File: src/rtl/spi_cmd_pkg.sv
// Shared opcodes, parser states and width helper for the SPI command decoder.
package spi_cmd_pkg;

    localparam logic [7:0] OP_WR     = 8'h80;
    localparam logic [7:0] OP_RD     = 8'h81;
    localparam logic [7:0] OP_STREAM = 8'h55;
    localparam logic [7:0] OP_SCR0   = 8'h40;
    localparam logic [7:0] OP_SCR1   = 8'h41;
    localparam logic [7:0] OP_CLROVF = 8'h20;

    typedef enum logic [2:0] {
        ST_IDLE,
        ST_W_ADDR,
        ST_W_DATA,
        ST_R_ADDR,
        ST_R_DATA,
        ST_STREAM,
        ST_IGNORE
    } state_t;

    // Bits needed to hold the value mval (at least 1).
    function automatic int unsigned mval_w(input int unsigned mval);
        int unsigned w;
        w = 1;
        for (int i = 1; i < 32; i++) begin
            if ((mval >> i) != 0) begin
                w = i + 1;
            end
        end
        return w;
    endfunction

endpackage

File: src/rtl/spi_cmd_decoder_pix_packer.sv
// Packs stream bytes into multi-pixel beats; first byte of a beat lands in the MSB.
module pix_packer
    import spi_cmd_pkg::*;
#(
    parameter int unsigned PIX_BYTES = 3,
    parameter int unsigned PIX_CH    = 2
) (
    input  logic                            clk_p,
    input  logic                            rst_p,
    input  logic                            clr,
    input  logic                            stb,
    input  logic [7:0]                      dat,
    input  logic                            rdy,
    output logic                            pix_vld,
    output logic [PIX_CH*PIX_BYTES*8-1:0]   pix_dat,
    output logic                            ovf_c
);

    localparam int unsigned BEAT_BYTES = PIX_CH * PIX_BYTES;
    localparam int unsigned BEAT_W     = BEAT_BYTES * 8;
    localparam int unsigned CW         = mval_w(BEAT_BYTES - 1);

    logic [BEAT_W-1:0] shreg;
    logic [BEAT_W-1:0] shifted;
    logic [CW-1:0]     cnt;
    logic              last;

    // Next shift-register contents and beat-complete detection.
    assign last    = (cnt == CW'(BEAT_BYTES - 1));
    assign shifted = (shreg << 8) | BEAT_W'(dat);
    assign ovf_c   = stb && !clr && last && !rdy;

    // Shift bytes in; on the last byte of a beat publish it and wrap the counter.
    always_ff @(posedge clk_p or posedge rst_p) begin
        if (rst_p) begin
            shreg   <= '0;
            cnt     <= '0;
            pix_vld <= 1'b0;
            pix_dat <= '0;
        end else begin
            pix_vld <= 1'b0;
            if (clr) begin
                shreg <= '0;
                cnt   <= '0;
            end else if (stb) begin
                shreg <= shifted;
                if (last) begin
                    cnt     <= '0;
                    pix_vld <= 1'b1;
                    pix_dat <= shifted;
                end else begin
                    cnt <= cnt + CW'(1);
                end
            end
        end
    end

endmodule

File: src/rtl/spi_cmd_decoder.sv
// SPI transaction parser: burst register access, screen reset control and pixel streaming.
module spi_cmd_decoder
    import spi_cmd_pkg::*;
#(
    parameter int unsigned REG_N     = 8,
    parameter int unsigned PIX_BYTES = 3,
    parameter int unsigned PIX_CH    = 2
) (
    input  logic                            clk_p,
    input  logic                            rst_p,
    input  logic                            css_act,
    input  logic                            byte_vld,
    input  logic [7:0]                      byte_dat,
    input  logic [7:0]                      ret_dat,
    input  logic                            pix_rdy,
    output logic [7:0]                      tx_dat,
    output logic [REG_N*8-1:0]              reg_flat,
    output logic                            pix_vld,
    output logic [PIX_CH*PIX_BYTES*8-1:0]   pix_dat,
    output logic                            scr_rst,
    output logic                            stream_act,
    output logic                            pix_ovf
);

    localparam int unsigned AW = mval_w(REG_N - 1);

    state_t          state, state_nxt;
    logic [AW-1:0]   addr, addr_nxt;
    logic [AW-1:0]   rd_idx;
    logic            addr_bad, addr_bad_nxt;
    logic [7:0]      tx_nxt;
    logic            scr_nxt;
    logic            stream_nxt;
    logic            ovf_nxt;
    logic            ovf_clr;
    logic            ovf_c;
    logic            wr_en;
    logic            pk_clr;
    logic            pk_stb;

    // Beat assembly for stream mode.
    pix_packer #(
        .PIX_BYTES (PIX_BYTES),
        .PIX_CH    (PIX_CH)
    ) u_packer (
        .clk_p   (clk_p),
        .rst_p   (rst_p),
        .clr     (pk_clr),
        .stb     (pk_stb),
        .dat     (byte_dat),
        .rdy     (pix_rdy),
        .pix_vld (pix_vld),
        .pix_dat (pix_dat),
        .ovf_c   (ovf_c)
    );

    // Parser next-state and next-output decode; an inactive select aborts everything.
    always_comb begin
        state_nxt    = state;
        addr_nxt     = addr;
        addr_bad_nxt = addr_bad;
        tx_nxt       = tx_dat;
        scr_nxt      = scr_rst;
        stream_nxt   = stream_act;
        ovf_clr      = 1'b0;
        wr_en        = 1'b0;
        pk_clr       = 1'b0;
        pk_stb       = 1'b0;
        rd_idx       = byte_dat[AW-1:0];

        if (!css_act) begin
            state_nxt  = ST_IDLE;
            stream_nxt = 1'b0;
            pk_clr     = 1'b1;
        end else if (byte_vld) begin
            tx_nxt = 8'hFF;
            case (state)
                ST_IDLE: begin
                    case (byte_dat)
                        OP_WR:     state_nxt = ST_W_ADDR;
                        OP_RD:     state_nxt = ST_R_ADDR;
                        OP_STREAM: begin
                            state_nxt  = ST_STREAM;
                            stream_nxt = 1'b1;
                            pk_clr     = 1'b1;
                        end
                        OP_SCR0: begin
                            scr_nxt   = 1'b0;
                            state_nxt = ST_IGNORE;
                        end
                        OP_SCR1: begin
                            scr_nxt   = 1'b1;
                            state_nxt = ST_IGNORE;
                        end
                        OP_CLROVF: begin
                            ovf_clr   = 1'b1;
                            state_nxt = ST_IGNORE;
                        end
                        default:   state_nxt = ST_IGNORE;
                    endcase
                end
                ST_W_ADDR: begin
                    addr_nxt     = byte_dat[AW-1:0];
                    addr_bad_nxt = (9'(byte_dat) >= 9'(REG_N));
                    state_nxt    = ST_W_DATA;
                end
                ST_W_DATA: begin
                    if (!addr_bad) begin
                        wr_en    = 1'b1;
                        addr_nxt = addr + AW'(1);
                    end
                end
                ST_R_ADDR: begin
                    tx_nxt    = reg_flat[{rd_idx, 3'b000} +: 8];
                    addr_nxt  = rd_idx + AW'(1);
                    state_nxt = ST_R_DATA;
                end
                ST_R_DATA: begin
                    tx_nxt   = reg_flat[{addr, 3'b000} +: 8];
                    addr_nxt = addr + AW'(1);
                end
                ST_STREAM: begin
                    pk_stb = 1'b1;
                    tx_nxt = ret_dat;
                end
                ST_IGNORE: begin
                    state_nxt = ST_IGNORE;
                end
                default:   state_nxt = ST_IDLE;
            endcase
        end
    end

    // Overrun flag: a detected overrun takes priority over a clear.
    always_comb begin
        ovf_nxt = pix_ovf;
        if (ovf_clr) begin
            ovf_nxt = 1'b0;
        end
        if (ovf_c) begin
            ovf_nxt = 1'b1;
        end
    end

    // State, control outputs and register file.
    always_ff @(posedge clk_p or posedge rst_p) begin
        if (rst_p) begin
            state      <= ST_IDLE;
            addr       <= '0;
            addr_bad   <= 1'b0;
            tx_dat     <= 8'hFF;
            scr_rst    <= 1'b0;
            stream_act <= 1'b0;
            pix_ovf    <= 1'b0;
            reg_flat   <= '0;
        end else begin
            state      <= state_nxt;
            addr       <= addr_nxt;
            addr_bad   <= addr_bad_nxt;
            tx_dat     <= tx_nxt;
            scr_rst    <= scr_nxt;
            stream_act <= stream_nxt;
            pix_ovf    <= ovf_nxt;
            if (wr_en) begin
                reg_flat[{addr, 3'b000} +: 8] <= byte_dat;
            end
        end
    end

endmodule
File: config.mk
export PLATFORM = sky130hd
export DESIGN_NAME = spi_cmd_decoder
export DESIGN_NICKNAME = d
export VERILOG_FILES = /design/src/rtl/spi_cmd_pkg.sv /design/src/rtl/spi_cmd_decoder_pix_packer.sv /design/src/rtl/spi_cmd_decoder.sv
export SDC_FILE = /design/constraint.sdc
export NUM_CORES = 1
export LEC_CHECK = 0
export CORE_MARGIN = 5
export CORE_UTILIZATION = 40
export CTS_CLUSTER_SIZE = 12
export DETAILED_ROUTE_END_ITERATION = 6
export DONT_BUFFER_PORTS = 1
export GPL_TIMING_DRIVEN = 0
export PLACE_DENSITY = 0.65
export SLEW_MARGIN = 20
export SYNTH_ARGS = -nofsm -noshare
export SYNTH_HDL_FRONTEND = slang
export SYNTH_HIERARCHICAL = 1
export SYNTH_SLANG_ARGS = --single-unit
export TNS_END_PERCENT = 20
File: constraint.sdc
create_clock -name clk_p -period 3.16 [get_ports clk_p]
set_input_delay 0.316 -clock clk_p [delete_from_list [all_inputs] [get_ports clk_p]]
set_output_delay 0.316 -clock clk_p [all_outputs]
set_load 0.05 [all_outputs]
==> flow_summary_export.csv, run 1 <==
group,metric,value,unit
outcome,status,"finished, final reports clean",
yosys,synth_area,8615,µm²
yosys,synth_compound_area_frac,0.07146,
routing,drt_iter0_markers,377,
yosys,synth-simple-area-share,0.1047,
critical_path,path_depth,7,
yosys,yosys_warnings,6,
yosys,ys_ff_latch,174,
yosys,syn_nets,722,
routing,drt_wl_total,22.73,mm
yosys,synthMuxAreaShare,0.2702,
finish,final_cell_mix,"dfrtp_1, mux2i_1, nor2_1",
critical_path,cp-endpoint,"reg_flat[37]",
clocking,cts_root_buf,"clkbuf_16",
sta,skew,16.82,ps
floorplanning,core-area,21090,µm²
routing,via_per_inst,5.614,
sta,rsz0062_at_grt,"no",
pwr,power.total,7.364,mW
critical_path,required,3480,ps
sta,period_share,0.9443,
critical_path,arrival,3300,ps
finish,layout-drive-gt1-share,0.2642,
placed_design,dp_cells,975,
global_route,gr-total-overflow,0,
yosys,yosys.area_share.adder,0.004357,
critical_path,crit_start,"addr[2]",
finish,fin_area,9751,µm²
yosys,synth_top_flop_cell,"dfrtp_1",
sta,finalSetupViolations,0,
critical_path,path_delay_family,"buffers and inverters",
pwr,leakage,4.504,nW
clocking,cts-buffers-inserted,17,
clocking,cts.sinks,174,
floorplanning,dieHeight,156.8,µm
yosys,syn_avg_cell_area,12.34,µm²
sta,tightestPinTransition,880.3,ps
routing,vias,5709,
sta,layout_setup_ws,176.0,ps
finish,final_nets,753,
pwr,power.density,755.2,nW/µm²
pwr,power_frac_comb,0.194,
placed_design,postPlaceCellArea,9021,µm²
pwr,p_sw,3.120,mW
critical_path,reg2reg_from,"addr[2]",
finish,mostFrequentLayoutCell,"dfrtp_1",
pwr,p_clk_frac,0.290,
placed_design,hpwlAfterDp,16.06,mm
floorplanning,start_util,0.4085,
clocking,cts.clk_slew.worst_paths,80,ps
routing,antenna_left,0,
yosys,async_reset_ff_frac,1.000,
placed_design,preCtsSetupSlack,-335.8,ps
clocking,cts_max_level,4,
finish,final_cells,1017,
pwr,seq_power_share,0.517,
critical_path,cpMaxStageDelayCell,"clkbuf_1",
placed_design,finalWeightedCongestion,0.8290,
global_route,grt_max_degree,68,
clocking,cts_tree,"done",
floorplanning,rows,53,
floorplanning,die-area,24570,µm²
critical_path,worstSetupPathType,"register to register",
global_route,grt_usage,0.1872,
critical_path,worstSetupEndpointType,"register",
floorplanning,die_x,156.8,µm
finish,diodes,0,
yosys,synth_seq_area_share,0.5066,
critical_path,r2r_cells,7,
clocking,cts_max_path_buffers,2,
pwr,ir_drop,0.0004134,V
critical_path,start_kind,"register",
sta,fmax,0.3351,GHz
sta,setup-tns-final,0,ps
pwr,intPower,4.244,mW
yosys,syn_inst,698,
routing,drc,0,
yosys,synth_xor_area_frac,0.002033,
placed_design,io_buffers,0,
yosys,synth_edf_count,0,
global_route,grt_pass1_vias,5798,
global_route,grt_pass1_wl,35.50,mm
sta,post-route-min-period,2984,ps
hold_path,hold_class,"input port to register",
critical_path,max_stage_delay,560,ps
global_route,grt_antenna_before_repair,0,
sta,maxSlewViolCount,0,
routing,routedWlPerCell,22.35,µm
routing,first_pass_iters,5,
yosys,synth_top_family_by_area,"multiplexers",
hold_path,min-delay-start,"ret_dat[7]",
sta,slew_headroom,0.4109,
critical_path,regToRegSetupSlack,180,ps
clocking,clk_latency,440,ps
yosys,ys_types,58,
floorplanning,num_io_pins,145,
pwr,p_sw_frac,0.4237,
critical_path,cp_max_fo,10,
critical_path,worstPathBufferInverterCount,3,
critical_path,r2r-end,"reg_flat[37]",
flow_run,max_cap_violations,0,
sta,hold_viol,0,
critical_path,cp_cell_sequence,"clkbuf_1 > inv_1 > ha_1 > nor2b_1 > clkbuf_2 > nor3b_4 > mux2_2",
finish,area_growth,13.19,%
-- cell usage after synthesis (all sizes together), types with 4 or more instances --
master  instances  area share
buf            27       0.021
dfstp           8       0.024
o221ai          7      0.0071
inv            21      0.0092
a22oi          14       0.012
nor2b           8      0.0058
mux4           16       0.042
nor3            9      0.0065
nor2           64       0.028
clkbuf         24       0.010
a31oi           9      0.0065
a21oi          10      0.0058
o21ai          28       0.018
mux2           91        0.14
dfrtp         166        0.48
nand2b          4      0.0029
nand2          41       0.018
mux2i          75       0.087
nand3          19       0.012
a22o            7      0.0071
-- registers in the layout, indices dropped and copies added (netlist names) --
signal	flops
u_packer/shreg	40
u_packer/cnt	3
pix_ovf	1
reg_flat	64
stream_act	1
addr_bad	1
scr_rst	1
tx_dat	8
u_packer/pix_dat	48
u_packer/pix_vld	1
state	3
addr	3
-- cell type report --
cell class	count	area, µm²
plain buffers	50	269.0
clock buffers	17	425.4
clock inverters	15	186.4
fillers	1901	11340
inverters	22	91.34
multi-input cells	451	3900
flip-flops and latches	174	4364
well taps	275	344.1
repair buffers	13	170.2
-- per-stage QoR --
| step | hold slack [ps] | utilization |
|---|---|---|
| 2_1_floorplan | 421.0 | - |
| 3_3_place_gp | 424.7 | 0.4248 |
| 3_5_place_dp | 149.4 | 0.4278 |
| 4_1_cts | 8.477 | 0.4616 |
| 5_1_grt | 13.04 | 0.4624 |
| 6_report | 27.94 | 0.4624 |
-- cell families after synthesis --
group | after synthesis
AO/OA/AOI/OAI | 91
XOR/XNOR | 2
adder cells (fa/ha/maj) | 3
buffers and inverters | 73
flip-flops | 174
multiplexers | 182
AND/OR/NAND/NOR | 173
-- per-layer routing --
layer | part of all wire | global-route usage
met4 | 0.013 | 0.04545
met1 | 0.45 | 0.2617
met2 | 0.46 | 0.2843
met3 | 0.073 | 0.06029
met5 | 0 | 0
-- power by group through the flow --
stage / registers, mW / logic (mW) / clock network (mW)
3_3_place_gp: 3.84 / 1.34 / 0
2_1_floorplan: 3.70 / 1.11 / 0
5_1_grt: 3.85 / 1.56 / 2.29
4_1_cts: 3.81 / 1.41 / 2.18
6_report: 3.81 / 1.43 / 2.13
3_5_place_dp: 3.85 / 1.39 / 0
-- worst min path at each step --
stage                                endpoint  cells after the start  slack (ps)
after floorplan                     tx_dat[6]                      2         420
after global placement              tx_dat[6]                      2         420
after detailed placement  u_packer/pix_dat[2]                      1         150
after CTS                           tx_dat[7]                      2           8
after global routing      u_packer/pix_dat[5]                      1          10
final                               tx_dat[7]                      2          30
-- what timing repair did --
| action | CTS | global route |
|---|---|---|
| endpoints found under the setup margin | 38 | 56 |
| pin swaps | 1 | 1 |
| buffers inserted | 2 | 1 |
| hold endpoints to repair | 71 | 0 |
| gates resized for setup | 4 | 0 |
| hold buffers | 8 | 0 |
No activity file was read; power rests on OpenSTA's default activity.
==> run 2, diff against run 1 <==
--- a/config.mk
+++ b/config.mk
@@ -11,6 +11,7 @@
 export DETAILED_ROUTE_END_ITERATION = 6
 export DONT_BUFFER_PORTS = 1
 export GPL_TIMING_DRIVEN = 0
+export HOLD_SLACK_MARGIN = 0.12
 export PLACE_DENSITY = 0.65
 export SLEW_MARGIN = 20
 export SYNTH_ARGS = -nofsm -noshare
==> flow_summary_export.csv, run 2 (same netlist as run 1, synthesis figures left out) <==
group,metric,value,unit
flow_run,max_cap_violations,0,
sta,post-route-min-period,2985,ps
sta,maxSlewViolCount,0,
outcome,status,"finished, final reports clean",
routing,drt_wl_total,23.21,mm
routing,vias,5737,
floorplanning,dieHeight,156.8,µm
finish,fin_area,9861,µm²
sta,tightestPinTransition,879.5,ps
placed_design,dp_cells,975,
clocking,cts-buffers-inserted,17,
sta,fmax,0.3350,GHz
finish,final_cells,1028,
critical_path,worstSetupEndpointType,"register",
sta,rsz0062_at_grt,"no",
floorplanning,die-area,24570,µm²
pwr,ir_drop,0.0004140,V
finish,fin_util,0.4676,
finish,area_growth,14.47,%
floorplanning,rows,53,
global_route,gr-total-overflow,0,
sta,finalSetupViolations,0,
critical_path,cp_max_fo,10,
critical_path,worstSetupPathType,"register to register",
critical_path,arrival,3310,ps
pwr,power.density,749.3,nW/µm²
routing,antenna_left,0,
clocking,cts_max_path_buffers,2,
finish,diodes,0,
placed_design,hpwlAfterDp,16.06,mm
routing,first_pass_iters,5,
clocking,cts_max_level,4,
sta,skew,12.89,ps
clocking,cts.sinks,174,
finish,layout-drive-gt1-share,0.2603,
global_route,grt_usage,0.1911,
global_route,grt_pass1_vias,5826,
sta,hold_viol,0,
global_route,grt_antenna_before_repair,0,
sta,slew_headroom,0.4115,
global_route,grt_max_degree,68,
routing,drt_iter0_markers,396,
finish,mostFrequentLayoutCell,"dfrtp_1",
sta,setup-tns-final,0,ps
clocking,clk_latency,440,ps
floorplanning,start_util,0.4085,
global_route,grt_pass1_wl,36.17,mm
placed_design,io_buffers,0,
sta,period_share,0.9445,
critical_path,required,3480,ps
finish,fill_cells,1894,
floorplanning,die_x,156.8,µm
routing,via_per_inst,5.581,
routing,drc,0,
clocking,cts_root_buf,"clkbuf_16",
finish,largest_register,"reg_flat",
finish,top_regs,"reg_flat x64, u_packer/pix_dat x48, u_packer/shreg x40",
finish,final_cell_mix,"dfrtp_1, mux2i_1, nor2_1",
pwr,leakage,4.550,nW
critical_path,start_kind,"register",
clocking,cts.clk_slew.worst_paths,80,ps
routing,routedWlPerCell,22.58,µm
finish,largest_reg_flops,64,
floorplanning,core-area,21090,µm²
placed_design,postPlaceCellArea,9021,µm²
finish,final_nets,764,
hold_path,hold_class,"input port to register",
floorplanning,num_io_pins,145,
clocking,cts_tree,"done",
placed_design,finalWeightedCongestion,0.8290,
==> run 2: cell type report <==
type	count	area, µm²	share of cell area
plain buffers	50	269.0	0.02728
clock inverters	15	186.4	0.01891
inverters	22	91.34	0.009263
clock buffers	17	425.4	0.04314
multi-input cells	451	3900	0.3955
repair buffers	24	280.3	0.02842
flip-flops and latches	174	4364	0.4426
well taps	275	344.1	0.03489
==> run 2: power breakdown <==
part           internal [mW]  switching, mW
sequential              2.50           1.30
combinational          0.674          0.771
clock                   1.08           1.06
total                   4.25           3.14
==> run 2: what timing repair did <==
item	4_1_cts	5_1_grt
buffers inserted	2	1
hold buffers	19	0
pin swaps	1	1
gates resized for setup	4	0
hold endpoints to repair	162	0
endpoints found under the setup margin	38	56
==> run 2: critical path, stage by stage (launching register included) <==
cell and delay, ps:
dfrtp_1 390, clkbuf_1 560, inv_1 200, ha_1 410
nor2b_1 140, clkbuf_2 230, nor3b_4 540, mux2_2 400
==> run 2: worst paths after layout <==
path | startpoint | endpoint | slack [ps] | depth (start not counted)
max | addr[2] | reg_flat[37] | 180 | 7
min | byte_dat[6] | scr_rst | 130 | 2
max reg2reg | addr[2] | reg_flat[37] | 180 | 7
min reg2reg | u_packer/shreg[39] | u_packer/pix_dat[47] | 510 | 1
max in group asynchronous | rst_p | tx_dat[4] | 1980 | 3
min in group asynchronous | rst_p | u_packer/pix_dat[2] | 400 | 2
==> run 2: routing by layer <==
layer | GRT usage | wire (µm) | up-vias
met5 | 0 | 0 | -
met4 | 0.05372 | 447 | 0
met3 | 0.05642 | 1574 | 28
met2 | 0.2897 | 10780 | 177
met1 | 0.2680 | 10410 | 2935
li1 | - | - | 2597
==> run 2: through the flow <==
stage | setup WS [ps] | hold slack [ps] | power, mW
floorplan | 438.6 | 421.0 | 4.805
global placement | -627.3 | 424.7 | 5.189
detailed placement | -335.8 | 149.4 | 5.238
CTS | 77.49 | 120.5 | 7.413
global route | 9.057 | 147.5 | 7.712
finish | 175.3 | 133.5 | 7.388
==> run 3, diff against run 2 <==
--- a/config.mk
+++ b/config.mk
@@ -16,6 +16,5 @@
 export SLEW_MARGIN = 20
 export SYNTH_ARGS = -nofsm -noshare
 export SYNTH_HDL_FRONTEND = slang
-export SYNTH_HIERARCHICAL = 1
 export SYNTH_SLANG_ARGS = --single-unit
 export TNS_END_PERCENT = 20
==> flow_summary_export.csv, run 3 <==
group,metric,value,unit
pwr,seq_power_share,0.487,
outcome,status,"finished, final reports clean",
finish,largest_register,"reg_flat",
yosys,synth_seq_area_share,0.5225,
finish,mostFrequentLayoutCell,"dfrtp_1",
clocking,cts_tree,"done",
placed_design,finalWeightedCongestion,0.8405,
critical_path,r2r_cells,7,
yosys,ys_types,57,
routing,via_per_inst,5.750,
finish,fin_util,0.4716,
sta,rsz0062_at_grt,"no",
global_route,grt_max_degree,31,
critical_path,worstSetupPathType,"register to register",
pwr,power_frac_comb,0.189,
pwr,ir_drop,0.0003771,V
clocking,cts.clk_slew.worst_paths,60,ps
sta,fmax,0.3735,GHz
pwr,power.total,6.811,mW
flow_run,max_cap_violations,0,
critical_path,worstPathBufferInverterCount,2,
finish,largest_reg_flops,64,
pwr,p_clk_frac,0.324,
sta,maxSlewViolCount,0,
clocking,cts_max_path_buffers,2,
critical_path,cp_max_fo,10,
yosys,netlist_top_cells_area,"dfrtp_1, nand2_1, mux2_1",
clocking,cts.sinks,174,
sta,slew_headroom,0.2933,
global_route,grt_usage,0.2053,
finish,final_nets,827,
placed_design,io_buffers,0,
finish,diodes,0,
floorplanning,num_io_pins,145,
clocking,cts_root_buf,"clkbuf_16",
yosys,syn_inst,764,
yosys,synth_area_leader_cell,"dfrtp_1",
sta,tightestPinTransition,1056,ps
routing,routedWlPerCell,22.12,µm
yosys,synth_compound_area_frac,0.1140,
routing,drc,0,
yosys,synth_top_family_by_area,"multiplexers",
global_route,grt_pass1_vias,6110,
yosys,synth_edf_count,0,
critical_path,max_stage_delay,560,ps
yosys,synthMuxAreaShare,0.1886,
critical_path,cp_cell_sequence,"inv_1 > ha_1 > ha_1 > nor2b_1 > clkbuf_1 > nand3_1 > mux2_2",
critical_path,cpMostUsedCell,"ha_1",
hold_path,hold_class,"input port to register",
yosys,syn_avg_cell_area,10.93,µm²
floorplanning,die_x,154.5,µm
finish,area_growth,15.00,%
routing,drt_iter0_markers,585,
hold_path,min_path_cells,2,
global_route,grt_pass1_wl,37.78,mm
global_route,gr-total-overflow,0,
yosys,yosys.area_share.adder,0.004494,
routing,first_pass_iters,5,
finish,layout-drive-gt1-share,0.1693,
yosys,synth_area,8352,µm²
clocking,cts_max_level,4,
placed_design,hpwlAfterDp,17.00,mm
pwr,p_sw_frac,0.3769,
critical_path,cpMaxStageDelayCell,"nand3_1",
critical_path,worstSetupEndpointType,"register",
yosys,yosys_warnings,0,
yosys,syn_nets,788,
finish,final_cell_mix,"dfrtp_1, nand2_1, a21oi_1",
sta,finalSetupViolations,0,
critical_path,path_depth,7,
sta,skew,7.944,ps
yosys,synth-simple-area-share,0.1311,
sta,hold_viol,0,
yosys,yosysMostFrequentCell,"dfrtp_1",
clocking,cts-buffers-inserted,17,
floorplanning,die-area,23870,µm²
global_route,grt_antenna_before_repair,0,
pwr,p_sw,2.567,mW
pwr,leakage,4.338,nW
critical_path,arrival,3000,ps
yosys,yosysTopAreaCellShare,0.4974,
floorplanning,core-area,20360,µm²
yosys,synth_xor_area_frac,0.002097,
yosys,synth_top_flop_cell,"dfrtp_1",
floorplanning,rows,52,
yosys,ys_ff_latch,174,
finish,top_regs,"reg_flat x64, u_packer.pix_dat x48, u_packer.shreg x40",
clocking,clk_latency,440,ps
finish,fill_cells,1906,
sta,whs,136.9,ps
routing,antenna_left,0,
critical_path,path_delay_family,"simple AND/OR/NAND/NOR gates",
pwr,intPower,4.243,mW
sta,period_share,0.8472,
floorplanning,dieHeight,154.5,µm
clocking,cts.repair.resized,0,
pwr,power.density,709.1,nW/µm²
sta,post-route-min-period,2677,ps
yosys,async_reset_ff_frac,1.000,
critical_path,start_kind,"register",
critical_path,required,3480,ps
yosys,synthTopCellsByCount,"dfrtp_1, nand2_1, a21oi_1",
floorplanning,start_util,0.4101,
routing,drt_wl_total,24.00,mm
routing,vias,6239,
[run 3: cell type report]
cell class / instances / area, µm² / share of cell area
sequential: 174 / 4364 / 0.4544
buffer: 57 / 276.5 / 0.02879
tap: 270 / 337.8 / 0.03517
multi-input combinational: 524 / 3677 / 0.3829
inverter: 9 / 37.54 / 0.003908
clock inverter: 13 / 178.9 / 0.01863
timing repair buffer: 20 / 292.8 / 0.03048
clock buffer: 18 / 439.2 / 0.04573
[run 3: logic make-up (layout without fill, tap and decap cells)]
family	count (synthesis)	in the layout
compound gates	153	153
xor+xnor	2	2
fa+ha+maj	3	3
buf+inv	66	117
flops	174	174
mux	129	129
simple gates	237	237
[run 3: power by group through the flow]
stage | logic, mW | clock network [mW] | registers, mW
floorplan | 0.943 | 0 | 3.26
global placement | 1.21 | 0 | 3.36
detailed placement | 1.26 | 0 | 3.37
CTS | 1.28 | 2.26 | 3.32
global route | 1.42 | 2.36 | 3.35
finish | 1.29 | 2.21 | 3.32
[run 3: stage by stage]
stage	worst slack, ps	TNS (ps)	area [µm²]	cells
floorplan	625.9	0	8356	764
global placement	-410.0	-66680	8693	1034
detailed placement	460.4	0	8856	1041
CTS	437.1	0	9604	1085
global route	266.5	0	9604	1085
finish	482.8	0	9604	1085
[run 3: what timing repair did]
action                    4_1_cts  5_1_grt
buffers inserted                0        0
hold buffers                   13        0
hold endpoints to repair       58        0
[run 3: final timing paths]
check,startpoint,to,slack [ps]
worst max-delay path,addr[1],reg_flat[38],480
worst min-delay path,byte_vld,state[2],140
max in group asynchronous,rst_p,u_packer.shreg[4],1700
worst min register to register,u_packer.shreg[36],u_packer.pix_dat[44],480
min in group asynchronous,rst_p,reg_flat[8],380
worst max register to register,addr[1],reg_flat[38],480
[run 3: per-layer routing]
layer / global-route usage / vias up / routed length [µm] / part of all wire
met5: 0 / - / 0 / 0
met4: 0.07527 / 0 / 545 / 0.023
met3: 0.06929 / 39 / 2292 / 0.095
met2: 0.3022 / 246 / 10750 / 0.45
met1: 0.2829 / 3142 / 10410 / 0.43
li1: - / 2812 / - / -
